==> config.mk <==
export PLATFORM = sky130hd
export DESIGN_NAME = i2s_transmitter
export DESIGN_NICKNAME = d
export VERILOG_FILES = /design/src/rtl/i2s_transmitter.sv
export SDC_FILE = /design/constraint.sdc
export NUM_CORES = 1
export LEC_CHECK = 0
export ABC_AREA = 1
export CAP_MARGIN = 20
export CORE_ASPECT_RATIO = 0.75
export CORE_MARGIN = 2
export CORE_UTILIZATION = 55
export CTS_BUF_LIST = sky130_fd_sc_hd__clkbuf_4 sky130_fd_sc_hd__clkbuf_8 sky130_fd_sc_hd__clkbuf_16
export CTS_CLUSTER_SIZE = 12
export DETAILED_ROUTE_END_ITERATION = 7
export GPL_TIMING_DRIVEN = 0
export PLACE_DENSITY_LB_ADDON = 0.25
export SYNTH_ARGS = -nofsm -noshare
export SYNTH_HDL_FRONTEND = slang
export SYNTH_SLANG_ARGS = --single-unit
==> constraint.sdc <==
create_clock -name clk -period 3.25 [get_ports clk]
set_input_delay 0.325 -clock clk [delete_from_list [all_inputs] [get_ports clk]]
set_output_delay 0.325 -clock clk [all_outputs]
set_load 0.005 [all_outputs]
==> src/rtl/i2s_transmitter.sv <==
// I2S serial transmitter: free-running bit clock, one sample pair per frame,
// left slot on lrck=0, MSB one bck after the word-select edge.
module i2s_transmitter #(
    parameter int          SAMPLE_BITS = 24,
    parameter int          SLOT_BITS   = 32,
    parameter int          BCK_HALF    = 2,
    parameter logic [15:0] UFC_RESET   = 16'h0000
) (
    input  logic                     clk,
    input  logic                     reset_n,
    input  logic                     enable,
    input  logic [2*SAMPLE_BITS-1:0] samples_data,
    input  logic                     samples_valid,
    output logic                     samples_ready,
    output logic                     bck,
    output logic                     lrck,
    output logic                     sdata,
    output logic                     underflow,
    output logic [15:0]              underflow_count
);

    localparam int FRAME_BITS = 2 * SLOT_BITS;
    localparam int DIV_W      = (BCK_HALF > 1) ? $clog2(BCK_HALF) : 1;
    localparam int BIT_W      = $clog2(FRAME_BITS);
    localparam logic [DIV_W-1:0] DIV_LAST = DIV_W'(BCK_HALF - 1);
    localparam logic [BIT_W-1:0] BIT_LAST = BIT_W'(FRAME_BITS - 1);
    localparam logic [BIT_W-1:0] SLOT_W   = BIT_W'(SLOT_BITS);
    localparam logic [BIT_W-1:0] SAMP_W   = BIT_W'(SAMPLE_BITS);

    logic [DIV_W-1:0]         div_cnt_r;
    logic [BIT_W-1:0]         bit_cnt_r;
    logic                     bck_r;
    logic                     lrck_r;
    logic                     sdata_r;
    logic                     ready_r;
    logic                     underflow_r;
    logic [15:0]              ufc_r;
    logic [2*SAMPLE_BITS-1:0] frame_r;

    logic                     tick_s;
    logic                     fall_s;
    logic                     boundary_s;
    logic [BIT_W-1:0]         next_bit_s;
    logic                     right_s;
    logic [BIT_W-1:0]         slot_pos_s;
    logic [SAMPLE_BITS-1:0]   chan_s;
    logic [SAMPLE_BITS-1:0]   shifted_s;
    int                       shift_s;
    logic                     sdata_next_s;

    // Divider tick, fall-event detection and the serial bit for the next bck period.
    always_comb begin
        tick_s       = (div_cnt_r == DIV_LAST);
        fall_s       = tick_s && bck_r;
        boundary_s   = fall_s && (bit_cnt_r == BIT_LAST);
        next_bit_s   = '0;
        right_s      = 1'b0;
        slot_pos_s   = '0;
        chan_s       = '0;
        shifted_s    = '0;
        shift_s      = 0;
        sdata_next_s = 1'b0;
        if (bit_cnt_r == BIT_LAST) begin
            next_bit_s = '0;
        end else begin
            next_bit_s = bit_cnt_r + BIT_W'(1);
        end
        right_s = (next_bit_s >= SLOT_W);
        if (right_s) begin
            slot_pos_s = next_bit_s - SLOT_W;
            chan_s     = frame_r[SAMPLE_BITS-1:0];
        end else begin
            slot_pos_s = next_bit_s;
            chan_s     = frame_r[2*SAMPLE_BITS-1:SAMPLE_BITS];
        end
        // Slot position 0 is the one-bck I2S delay; positions past the sample are padding.
        if ((slot_pos_s >= BIT_W'(1)) && (slot_pos_s <= SAMP_W)) begin
            shift_s      = SAMPLE_BITS - int'(slot_pos_s);
            shifted_s    = chan_s >> shift_s;
            sdata_next_s = shifted_s[0];
        end else begin
            sdata_next_s = 1'b0;
        end
    end

    // Bit clock, frame sequencing, sample handshake and underflow accounting.
    always_ff @(posedge clk) begin
        if (!reset_n) begin
            div_cnt_r   <= '0;
            bit_cnt_r   <= BIT_LAST;
            bck_r       <= 1'b0;
            lrck_r      <= 1'b1;
            sdata_r     <= 1'b0;
            ready_r     <= 1'b0;
            underflow_r <= 1'b0;
            ufc_r       <= UFC_RESET;
            frame_r     <= '0;
        end else begin
            ready_r     <= 1'b0;
            underflow_r <= 1'b0;
            if (tick_s) begin
                div_cnt_r <= '0;
                bck_r     <= ~bck_r;
            end else begin
                div_cnt_r <= div_cnt_r + DIV_W'(1);
            end
            if (fall_s) begin
                bit_cnt_r <= next_bit_s;
                lrck_r    <= right_s;
                sdata_r   <= sdata_next_s;
            end
            // The frame register is cleared at every boundary so a starved or
            // disabled frame shifts out zeros; the ready cycle refills it.
            if (boundary_s) begin
                frame_r <= '0;
                ready_r <= enable;
            end else if (ready_r && samples_valid) begin
                frame_r <= samples_data;
            end
            if (ready_r && !samples_valid) begin
                underflow_r <= 1'b1;
                if (ufc_r != 16'hFFFF) begin
                    ufc_r <= ufc_r + 16'd1;
                end
            end
        end
    end

    assign samples_ready   = ready_r;
    assign bck             = bck_r;
    assign lrck            = lrck_r;
    assign sdata           = sdata_r;
    assign underflow       = underflow_r;
    assign underflow_count = ufc_r;

endmodule

==> qor.yml <==
drt:
  wl_per_cell_um: 14.3
  postRouteWirelength_um: 9950
  ant_nets: 0
  remaining_drc_errors: 0
  route.detailed.vias_per_inst: 5.55
  drt_iter0_drc: 308
  num_vias: 3867
  detailedRoute.firstPassIterationCount: 5
synthesis:
  syn_avg_cell_area_um2: 7.14
  synth_top_family_by_area: "simple AND/OR/NAND/NOR gates"
  yosys.area.top_type: "sky130_fd_sc_hd__dfxtp_1"
  synth.cell_area_mm2: 0.00375
  synth-warning-count: 0
  synthXorXnorAreaFrac_pct: 0.934
  yosysMostFrequentCell: "sky130_fd_sc_hd__nand2_1"
  synth_ff_type: "sky130_fd_sc_hd__dfxtp_1"
  post_synth_most_frequent_cells: "sky130_fd_sc_hd__nand2_1, sky130_fd_sc_hd__nand3_1, sky130_fd_sc_hd__dfxtp_1"
  synth_top_area_share_pct: 40.6
  ys_seq_area_share_pct: 40.6
  synth_adder_area_share_pct: 1.00
  async_sr_flop_fraction_pct: 0
  synth_edf_count: 0
  netlist-cell-type-count: 40
  yosys_register_bits: 76
  synthesis.nets: 580
  post_synth_and_or_nand_nor_area_fraction_pct: 32.2
  synth_compound_area_share_pct: 15.6
  yosys-top-cells-area: "sky130_fd_sc_hd__dfxtp_1, sky130_fd_sc_hd__nand3_1, sky130_fd_sc_hd__nand2_1"
  synth_cells: 525
  synth.area.mux_share_pct: 0
placement:
  numPlacedInstances: 681
  globalplace.congestion: 0.903
  pre_cts_ws_ns: 0.839
  dp_hpwl_um: 7510
  dpl_cell_area_mm2: 0.00458
  portBuffers: 72
critical_path:
  timing_worst_setup_path_type: "register to register"
  critical_path.startpoint_type: "register"
  timing.critical_path.from: "bit_cnt_r[0]"
  timing.critical_path.required_ns: 3.56
  critical_path_peak_fanout: 10
  ordered_list_of_cells_on_the_worst_path: "inv_1 -> clkbuf_1 -> ha_1 -> inv_1 -> nand2_2 -> clkinv_1 -> nand2_1 -> xnor2_1 -> inv_1 -> nand3_1 -> nand3_1 -> nand2_1 -> nand2_1 -> nand2_1"
  worst_path_largest_cell_delay_ns: 0.39
  cp_slowest_cell: "sky130_fd_sc_hd__clkbuf_1"
  cp_common_cell: "sky130_fd_sc_hd__nand2_1"
  timing.critical_path.arrival_ns: 2.78
  worst_r2r_startpoint: "bit_cnt_r[0]"
  critPathCaptureType: "register"
clock_network:
  cts-buffers-inserted: 9
  cts_tree: "done"
  clkSinkCount: 76
  ctsRootBufferMaster: "sky130_fd_sc_hd__clkbuf_8"
  cts_setup_buffers: 0
  cts_max_path_buffers: 2
  post_cts_resize_count: 0
  clock_insertion_delay_worst_skew_ns: 0.36
  cts_hold_buf: 0
  post_cts_clock_slew_at_the_launch_and_capture_registers_of_the_worst_setup_and_hold_paths_ns: 0.08
  h-tree-depth: 3
grt:
  overflow: 0
  grt_usage_pct: 26.8
  grt_start_max_net_pins: 14
  vias_in_the_first_global_route: 3319
  grt_antenna_before_repair: 0
  grt_pass1_wl_um: 15700
sta:
  totalNegativeSetupSlack_ns: 0
  achievable-frequency_mhz: 404
  layout_worst_path_cycle_share_pct: 76.2
  setup_repair_after_global_routing_missed_its_margin: "false"
  timing.slew.headroom_pct: 62.0
  hold_viol: 0
  finalWorstPathRequiredPeriod_ns: 2.48
  worst_slew_pin_slew_ns: 0.568
  setup-violations-final: 0
  timing.final.ws_setup_ns: 0.774
  finalClockSkew_ns: 0.00886
  timing.final.max_slew_violations: 0
layout:
  antenna_cells: 0
  post_layout_nonfiller_instances: 697
  nNetsFinal: 663
  layout.core_utilization_pct: 72.0
  final_area_mm2: 0.00482
  drive_gt1_share_pct: 8.32
  area.growth.synth_to_final_pct: 28.7
floorplan:
  io_pins: 73
  design.core.area_mm2: 0.00670
  fp.dieArea_mm2: 0.00750
  placementRows: 26
  initial_utilization_pct: 56.0
  fp.dieH_um: 75.5
  die-width_um: 99.3
min_path:
  worstHoldStart: "div_cnt_r"
  holdCritPathClass: "register to register"
pwr:
  cellLeakagePower_nw: 1.83
  vdd.ir_drop.worst_v: 0.000250
  power.density_mw_per_mm2: 452
job:
  timing.max_cap.violations: 0
outcome:
  outcome: "complete, no violations"
-- area by class of cell --
type | count | area [um^2]
Timing Repair Buffer | 72 | 721
Sequential cell | 76 | 1520
Inverter | 58 | 218
Buffer | 30 | 146
Clock buffer | 10 | 138
Clock inverter | 6 | 111
Tap cell | 84 | 105
Fill cell | 547 | 1880
Multi-Input combinational cell | 361 | 1860
-- metrics by stage --
step,total power [mW],hold WS [ns]
2_1_floorplan,1.18,0.414
3_3_place_gp,1.30,0.420
3_5_place_dp,1.30,0.447
4_1_cts,2.18,0.464
5_1_grt,2.26,0.479
6_report,2.18,0.457
-- state kept, by name, indices dropped and copies added, names as in the netlist --
register	count
bit_cnt_r	6
frame_r	48
underflow	1
lrck	1
bck	1
sdata	1
samples_ready	1
div_cnt_r	1
underflow_count	16
-- critical path, delay by kind of cell (launching register included) --
kind,cells,cell delay (ns)
flip-flops,1,0.32
XOR/XNOR,1,0.32
adder cells (fa/ha/maj),1,0.32
AND/OR/NAND/NOR,7,0.58
buffers and inverters,5,0.88
-- cell families (layout without fill, tap and decap cells) --
| family | Yosys count | after routing |
|---|---|---|
| AOI/OAI and AO/OA | 104 | 104 |
| xor gates and xnor gates | 4 | 4 |
| adders and majority gates | 3 | 3 |
| buffers and inverters | 88 | 176 |
| DFF | 76 | 76 |
| and+or+nand+nor | 250 | 250 |
-- power breakdown --
part	internal, mW	total (mW)	leakage (nW)	switching (mW)
combinational	0.146	0.343	1.10	0.197
clock	0.531	0.892	0.122	0.361
sequential	0.940	0.947	0.613	0.00712
-- path summary, 6_finish.rpt --
path              slack [ns]        end  depth (start not counted)
setup / recovery        0.77      sdata                         14
hold / removal          0.46  div_cnt_r                          1
setup reg to reg        0.77      sdata                         14
hold reg to reg         0.46  div_cnt_r                          1
-- layer usage --
| metal | GRT usage [%] | vias to the layer above | part of all wire, % |
|---|---|---|---|
| li1 | - | 1906 | - |
| met4 | 7.46 | 0 | 1.1 |
| met2 | 41.8 | 153 | 45 |
| met3 | 6.06 | 14 | 7.7 |
| met5 | 0 | - | 0 |
| met1 | 38.1 | 1794 | 46 |
-- cells in the final DEF, fill, tap and decap left out, drive strengths merged, types with 2 or more instances in the layout --
| cell type | instances |
|---|---|
| clkbuf | 30 |
| inv | 57 |
| a22oi | 5 |
| nand2 | 115 |
| o21ai | 19 |
| xnor2 | 2 |
| nand3 | 90 |
| a21oi | 60 |
| a31oi | 2 |
| clkdlybuf4s50 | 72 |
| a211oi | 2 |
| nor3 | 7 |
| dfxtp | 76 |
| or2 | 2 |
| clkinv | 3 |
| ha | 3 |
| buf | 10 |
| xor2 | 2 |
| o21bai | 4 |
| o211ai | 10 |
| bufinv | 3 |
| nor2 | 28 |
| nand3b | 5 |
Power figures use the tool's default switching activity.
